### config.mk
export PLATFORM = sky130hd
export DESIGN_NAME = ser_cmd_master
export DESIGN_NICKNAME = d
export VERILOG_FILES = /design/src/rtl/ser_cmd_master.sv
export SDC_FILE = /design/constraint.sdc
export NUM_CORES = 1
export LEC_CHECK = 0
export CORE_MARGIN = 2
export CORE_UTILIZATION = 53
export DETAILED_ROUTE_END_ITERATION = 10
export PLACE_DENSITY = 0.82
export SKIP_LAST_GASP = 1
export SLEW_MARGIN = 20
export SYNTH_ARGS = -nofsm -noshare
export SYNTH_HDL_FRONTEND = slang
export SYNTH_SLANG_ARGS = --single-unit
### constraint.sdc
create_clock -name clk -period 2.4 [get_ports clk]
set_input_delay 0.48 -clock clk [delete_from_list [all_inputs] [get_ports clk]]
set_output_delay 0.48 -clock clk [all_outputs]
set_load 0.1 [all_outputs]
### src/rtl/ser_cmd_master.sv
`default_nettype none
// ============================================================================
// Module   : ser_cmd_master
// Purpose  : Upstream driver for the serial memory slave. Turns parallel
//            read/write requests into contiguous fixed-length serial frames
//            on sdo and captures read data returned on sdi. Frames never
//            stop; idle slots carry all-zero NOP frames.
// Ports    : clk, rst (sync, active-high)
//            req_valid/req_ready/req_we/req_addr/req_wdata : command input
//            rsp_valid/rsp_rdata : read response (1-cycle pulse, held data)
//            sdo : serial out to slave din (flop output)
//            sdi : serial in from slave dout
//            frame_sof : high during slot 0 of every frame
// Config   : SER_MASTER_FIFO_EN - replaces the single hold register with a
//            4-entry command FIFO.
// Revision : 1.0 - initial release
// ============================================================================
module ser_cmd_master #(
  parameter int ADDR_W   = 5,
  parameter int DATA_W   = 16,
  parameter int PAD_BITS = 2,
  parameter int RD_LAT   = 1
) (
  input  logic              clk,
  input  logic              rst,
  input  logic              req_valid,
  output logic              req_ready,
  input  logic              req_we,
  input  logic [ADDR_W-1:0] req_addr,
  input  logic [DATA_W-1:0] req_wdata,
  output logic              rsp_valid,
  output logic [DATA_W-1:0] rsp_rdata,
  output logic              sdo,
  input  logic              sdi,
  output logic              frame_sof
);

  localparam int              c_FRAME     = ADDR_W + 1 + PAD_BITS + DATA_W + 1;
  localparam int              c_KW        = $clog2(c_FRAME);
  localparam logic [c_KW-1:0] c_K_LAST    = c_KW'(c_FRAME - 1);
  // Read data arrives RD_LAT cycles after the matching data-bit slot.
  localparam logic [c_KW-1:0] c_CAP_FIRST = c_KW'(ADDR_W + 1 + PAD_BITS + RD_LAT);
  localparam logic [c_KW-1:0] c_CAP_LAST  = c_KW'(ADDR_W + PAD_BITS + DATA_W + RD_LAT);

  typedef enum logic [1:0] {
    RUN_NOP = 2'd0,
    RUN_RD  = 2'd1,
    RUN_WR  = 2'd2
  } state_t;

  state_t              r_state;
  logic [c_KW-1:0]     r_k;
  logic [c_FRAME-1:0]  r_sr;
  logic                r_sof;
  logic                r_rsp_valid;
  logic [DATA_W-1:0]   r_cap;
  logic [DATA_W-1:0]   r_rdata;

  logic                w_launch;
  logic                w_fire;
  logic                w_bypass;
  logic                w_push;
  logic                w_pop;
  logic                w_q_valid;
  logic                w_q_we;
  logic [ADDR_W-1:0]   w_q_addr;
  logic [DATA_W-1:0]   w_q_wdata;
  logic                w_ld_valid;
  logic                w_ld_we;
  logic [ADDR_W-1:0]   w_ld_addr;
  logic [DATA_W-1:0]   w_ld_wdata;
  logic [c_FRAME-1:0]  w_ld_frame;
  logic                w_cap_en;
  logic                w_cap_last;

  assign w_launch = (r_k == c_K_LAST);
  assign w_fire   = req_valid & req_ready;
  // A request may skip the queue only when nothing is waiting ahead of it.
  assign w_bypass = w_launch & w_fire & ~w_q_valid;
  assign w_push   = w_fire & ~w_bypass;
  assign w_pop    = w_launch & w_q_valid;

`ifdef SER_MASTER_FIFO_EN
  localparam int c_DEPTH = 4;

  logic              r_fifo_we    [c_DEPTH];
  logic [ADDR_W-1:0] r_fifo_addr  [c_DEPTH];
  logic [DATA_W-1:0] r_fifo_wdata [c_DEPTH];
  logic [1:0]        r_wp;
  logic [1:0]        r_rp;
  logic [2:0]        r_cnt;

  assign w_q_valid = (r_cnt != 3'd0);
  assign w_q_we    = r_fifo_we[r_rp];
  assign w_q_addr  = r_fifo_addr[r_rp];
  assign w_q_wdata = r_fifo_wdata[r_rp];
  // When full, the launch slot pops the head, so a push can share that cycle.
  assign req_ready = (r_cnt != 3'd4) | w_launch;

  always_ff @(posedge clk) begin
    if (w_push) begin
      r_fifo_we[r_wp]    <= req_we;
      r_fifo_addr[r_wp]  <= req_addr;
      r_fifo_wdata[r_wp] <= req_wdata;
    end
  end

  always_ff @(posedge clk) begin
    if (rst) begin
      r_wp  <= 2'd0;
      r_rp  <= 2'd0;
      r_cnt <= 3'd0;
    end else begin
      if (w_push) r_wp <= r_wp + 2'd1;
      if (w_pop)  r_rp <= r_rp + 2'd1;
      case ({w_push, w_pop})
        2'b10:   r_cnt <= r_cnt + 3'd1;
        2'b01:   r_cnt <= r_cnt - 3'd1;
        default: r_cnt <= r_cnt;
      endcase
    end
  end
`else
  logic              r_hold_valid;
  logic              r_hold_we;
  logic [ADDR_W-1:0] r_hold_addr;
  logic [DATA_W-1:0] r_hold_wdata;

  assign w_q_valid = r_hold_valid;
  assign w_q_we    = r_hold_we;
  assign w_q_addr  = r_hold_addr;
  assign w_q_wdata = r_hold_wdata;
  assign req_ready = ~r_hold_valid;

  always_ff @(posedge clk) begin
    if (rst)         r_hold_valid <= 1'b0;
    else if (w_push) r_hold_valid <= 1'b1;
    else if (w_pop)  r_hold_valid <= 1'b0;
  end

  always_ff @(posedge clk) begin
    if (w_push) begin
      r_hold_we    <= req_we;
      r_hold_addr  <= req_addr;
      r_hold_wdata <= req_wdata;
    end
  end
`endif

  // Next-frame source: queued command first, then a bypassing request,
  // otherwise a NOP (read of address 0 with all bits zero).
  always_comb begin
    w_ld_valid = 1'b0;
    w_ld_we    = 1'b0;
    w_ld_addr  = '0;
    w_ld_wdata = '0;
    if (w_q_valid) begin
      w_ld_valid = 1'b1;
      w_ld_we    = w_q_we;
      w_ld_addr  = w_q_addr;
      w_ld_wdata = w_q_wdata;
    end else if (w_fire) begin
      w_ld_valid = 1'b1;
      w_ld_we    = req_we;
      w_ld_addr  = req_addr;
      w_ld_wdata = req_wdata;
    end
  end

  assign w_ld_frame = {w_ld_addr, w_ld_we, {PAD_BITS{1'b0}},
                       (w_ld_we ? w_ld_wdata : {DATA_W{1'b0}}), 1'b0};

  assign w_cap_en   = (r_state == RUN_RD) && (r_k >= c_CAP_FIRST) && (r_k <= c_CAP_LAST);
  assign w_cap_last = (r_state == RUN_RD) && (r_k == c_CAP_LAST);

  // The whole frame is parallel-loaded into a shift register at the launch
  // slot, so sdo is a flop output already aligned with slot counter value k.
  always_ff @(posedge clk) begin
    if (rst) begin
      r_k         <= '0;
      r_state     <= RUN_NOP;
      r_sr        <= '0;
      r_sof       <= 1'b1;
      r_rsp_valid <= 1'b0;
      r_cap       <= '0;
      r_rdata     <= '0;
    end else begin
      r_k         <= w_launch ? '0 : r_k + 1'b1;
      r_sof       <= w_launch;
      r_rsp_valid <= 1'b0;
      if (w_launch) begin
        r_sr <= w_ld_frame;
        if (!w_ld_valid)   r_state <= RUN_NOP;
        else if (w_ld_we)  r_state <= RUN_WR;
        else               r_state <= RUN_RD;
      end else begin
        r_sr <= {r_sr[c_FRAME-2:0], 1'b0};
      end
      if (w_cap_en) r_cap <= {r_cap[DATA_W-2:0], sdi};
      if (w_cap_last) begin
        r_rsp_valid <= 1'b1;
        r_rdata     <= {r_cap[DATA_W-2:0], sdi};
      end
    end
  end

  assign sdo       = r_sr[c_FRAME-1];
  assign frame_sof = r_sof;
  assign rsp_valid = r_rsp_valid;
  assign rsp_rdata = r_rdata;

endmodule
`default_nettype wire

==> flow_summary.yaml <==
logic_synthesis:
  yosys.area_share.adder_pct: 1.16
  synthesized_area_fraction_occupied_by_ao_oa_aoi_and_oai_cells_pct: 11.4
  synth.ff_latch_count: 87
  ys.flop_type: "sky130_fd_sc_hd__dfxtp_1"
  edff_count_synth: 22
  syn_area_um2: 3240
  area_share_of_the_leading_cell_type_in_the_synthesized_netlist_pct: 40.2
  postSynthNetCount: 340
  asyncSetResetFlopFracSynth_pct: 0
  synth_top_cells_by_area: "sky130_fd_sc_hd__dfxtp_1 (40%), sky130_fd_sc_hd__edfxtp_1 (20%), sky130_fd_sc_hd__nand2_1 (5.8%)"
  ys_types: 30
  yosys.area_share.simple_pct: 18.3
  muxShareOfSynthArea_pct: 4.63
  synth.yosys.seq_area_share_pct: 60.5
  synthCells: 311
  synthDominantAreaCellType: "sky130_fd_sc_hd__dfxtp_1"
  post_synth_xor_area_fraction_pct: 0.811
  yosys_warnings: 0
  syn_area_per_cell_um2: 10.4
  dominant_combinational_cell_family_by_area_after_synthesis: "simple AND/OR/NAND/NOR gates"
sta:
  final_min_period_over_clock_period_pct: 83.7
  skew_ns: 0.0116
  timing.slew.headroom_pct: 56.1
  maxClockFrequency_mhz: 498
  finalHoldViolations: 0
  setup_violations: 0
  worstMarginPinSlew_ns: 0.653
  timing.final.crit_period_ns: 2.01
  timing.setup.tns_ns: 0
  rsz_0062_raised_after_global_routing: "no"
  timing_max_transition_violations_final: 0
status:
  result_of_the_run: "complete, no violations"
worst_setup_path:
  start_kind: "flop"
  slowest_stage: "sky130_fd_sc_hd__nor4_4"
  worstPathBufferInverterCount: 1
  critical_path_arrival_ns: 2.30
  worst-setup-path-type: "reg2reg"
  crit_path_cell_trace: "ha_1, or4_1, nor2_1, nor4_4, buf_4, mux2i_1"
  worst_setup_path_startpoint: "r_k[0]"
  path_depth: 6
  worst_ep_required_time_ns: 2.69
  crit_path_end: "r_cap[6]"
  rr_worst_depth: 6
  maximum_fanout_along_the_worst_path: 8
  slowest_delay_ns: 0.63
  reg2reg_setup_slack_ns: 0.39
  element_type_at_the_critical_path_end: "flop"
  path_delay_family: "simple AND/OR/NAND/NOR gates"
  regToRegEndpoint: "r_cap[6]"
  worst_r2r_startpoint: "r_k[0]"
clock_network:
  cts.root.buffer_cell: "sky130_fd_sc_hd__clkbuf_8"
  post-cts-setup-buffers: 0
  cts.path.max_buffers: 2
  clock_tree.htree_level_count: 3
  clock_sinks: 87
  number_of_hold_buffers_added_after_cts: 0
  cts_buffers: 9
  cts_resized: 0
  clk_pin_slew_worst_paths_ns: 0.09
  tritoncts_clock_tree: "done"
  insertion_delay_ns: 0.36
layout:
  most_common_cell_after_layout_fill_and_taps_aside: "sky130_fd_sc_hd__dfxtp_1"
  finish.cell_count_without_fillers: 437
  fill_cells: 455
  post_route_cells_drive_above_1_share_pct: 13.8
  nets: 386
  mostFrequentLayoutCells: "sky130_fd_sc_hd__dfxtp_1 (65), sky130_fd_sc_hd__nand2_1 (50), sky130_fd_sc_hd__a21oi_1 (34)"
  syn2layout_area_growth_pct: 22.2
  num_antenna_cells: 0
  final_core_utilization_pct: 66.9
route:
  detail_route.vias_per_cell: 5.23
  drtAntennaViolNets: 0
  drc_markers: 0
  totalWireLength_mm: 5.87
  detailedRoute.firstPassIterationCount: 4
  per_cell_routed_wire_length_um: 13.4
  routed-via-count: 2284
  drt_iter0_drc: 117
pwr:
  ir_drop_v: 0.000470
  seqPwrFrac_pct: 55.2
  p_clk_share_pct: 38.5
  comb_power_share_pct: 6.2
  power_switching_mw: 0.632
  power.internal_mw: 2.17
  p_per_area_nw_per_um2: 707
  p_leak_nw: 1.41
  power_switching_share_pct: 22.5
die:
  core-area_um2: 5920
  initial_utilization_pct: 54.7
  die_width_um: 82.2
  top_level_ports: 46
  design.die.area_um2: 6760
  num_rows: 28
  die_y_um: 82.2
worst_hold_path:
  hold_path.class: "reg2reg"
  worst_hold_startpoint: "r_sr[16]"
  timing.hold.worst_path_depth: 1
place:
  place_congestion: 0.746
  hpwl_mm: 4.15
  placedCellCount: 420
  buffer_ports.inserted: 45
global_routing:
  grt_pass1_vias: 2205
  grt-ovfl-total: 0
  wire_length_of_the_first_global_routing_pass_mm: 9.81
  initial_antenna_violation_count: 0
  groute.usage.overall_pct: 19.3
  maximum_number_of_pins_on_one_net_before_global_route_repair: 38
job:
  drv.max_cap_violation_count: 0
-- per-layer routing --
metal	GRT usage, %	wire (um)
met1	23.6	2630
met4	10.2	147
met2	32.0	2870
met3	3.91	234
met5	0	0
-- power by group through the flow --
stage               combinational [mW]  clock, mW  sequential [mW]
finish                           0.175       1.08             1.55
global route                     0.191       1.17             1.55
CTS                              0.177       1.11             1.55
detailed placement               0.176          0             1.58
global placement                 0.172          0             1.58
floorplan                       0.0949          0             1.58
-- sequential cells by signal, summed over array words and instances (netlist names) --
name,flops
r_hold_valid,1
r_sr,24
r_state,2
r_cap,15
r_hold_we,1
rsp_rdata,16
r_k,5
frame_sof,1
rsp_valid,1
r_hold_addr,5
r_hold_wdata,16
-- final cells by class --
type	instances	area [um2]	share of cell area (%)
flip-flops and latches	87	1960	49.5
multi-input cells	199	1170	29.7
repair buffers	55	488	12.3
clock buffers	10	149	3.76
well taps	75	93.8	2.37
clock inverters	6	75.1	1.90
inverters	5	18.8	0.474
-- worst min-delay path by stage --
stage                     slack (ns)        to
after floorplan                 0.41  r_sr[17]
after global routing            0.46  r_sr[17]
after CTS                       0.44  r_sr[18]
after global placement          0.41  r_sr[17]
after detailed placement        0.42  r_sr[17]
final                           0.44  r_sr[17]
-- cell usage after synthesis (all sizes together), types with 2 or more instances --
library cell,n
a21oi,34
a221oi,5
a22o,15
and2,5
buf,3
clkbuf,17
dfxtp,65
edfxtp,22
ha,3
inv,5
mux2i,15
nand2,50
nand2b,17
nand3,17
nor2,17
nor3,6
nor4,2
o21a,2
xor2,2
-- cells by family after synthesis --
group	count (synthesis)
XOR/XNOR	3
multiplexers	15
AND/OR/NAND/NOR	121
AO/OA/AOI/OAI	57
flip-flops	87
adder cells (fa/ha/maj)	3
buffers and inverters	25
-- through the flow --
step                      hold WS, ns  instance area (um2)  worst slack [ns]  total power, mW
after detailed placement        0.420                 3730             0.262             1.76
after global routing            0.456                 3960             0.252             2.92
after CTS                       0.438                 3950             0.226             2.83
after global placement          0.410                 3730             0.371             1.75
after floorplan                 0.406                 3240             0.293             1.68
final                           0.435                 3960             0.390             2.80
Power figures use the tool's default switching activity.
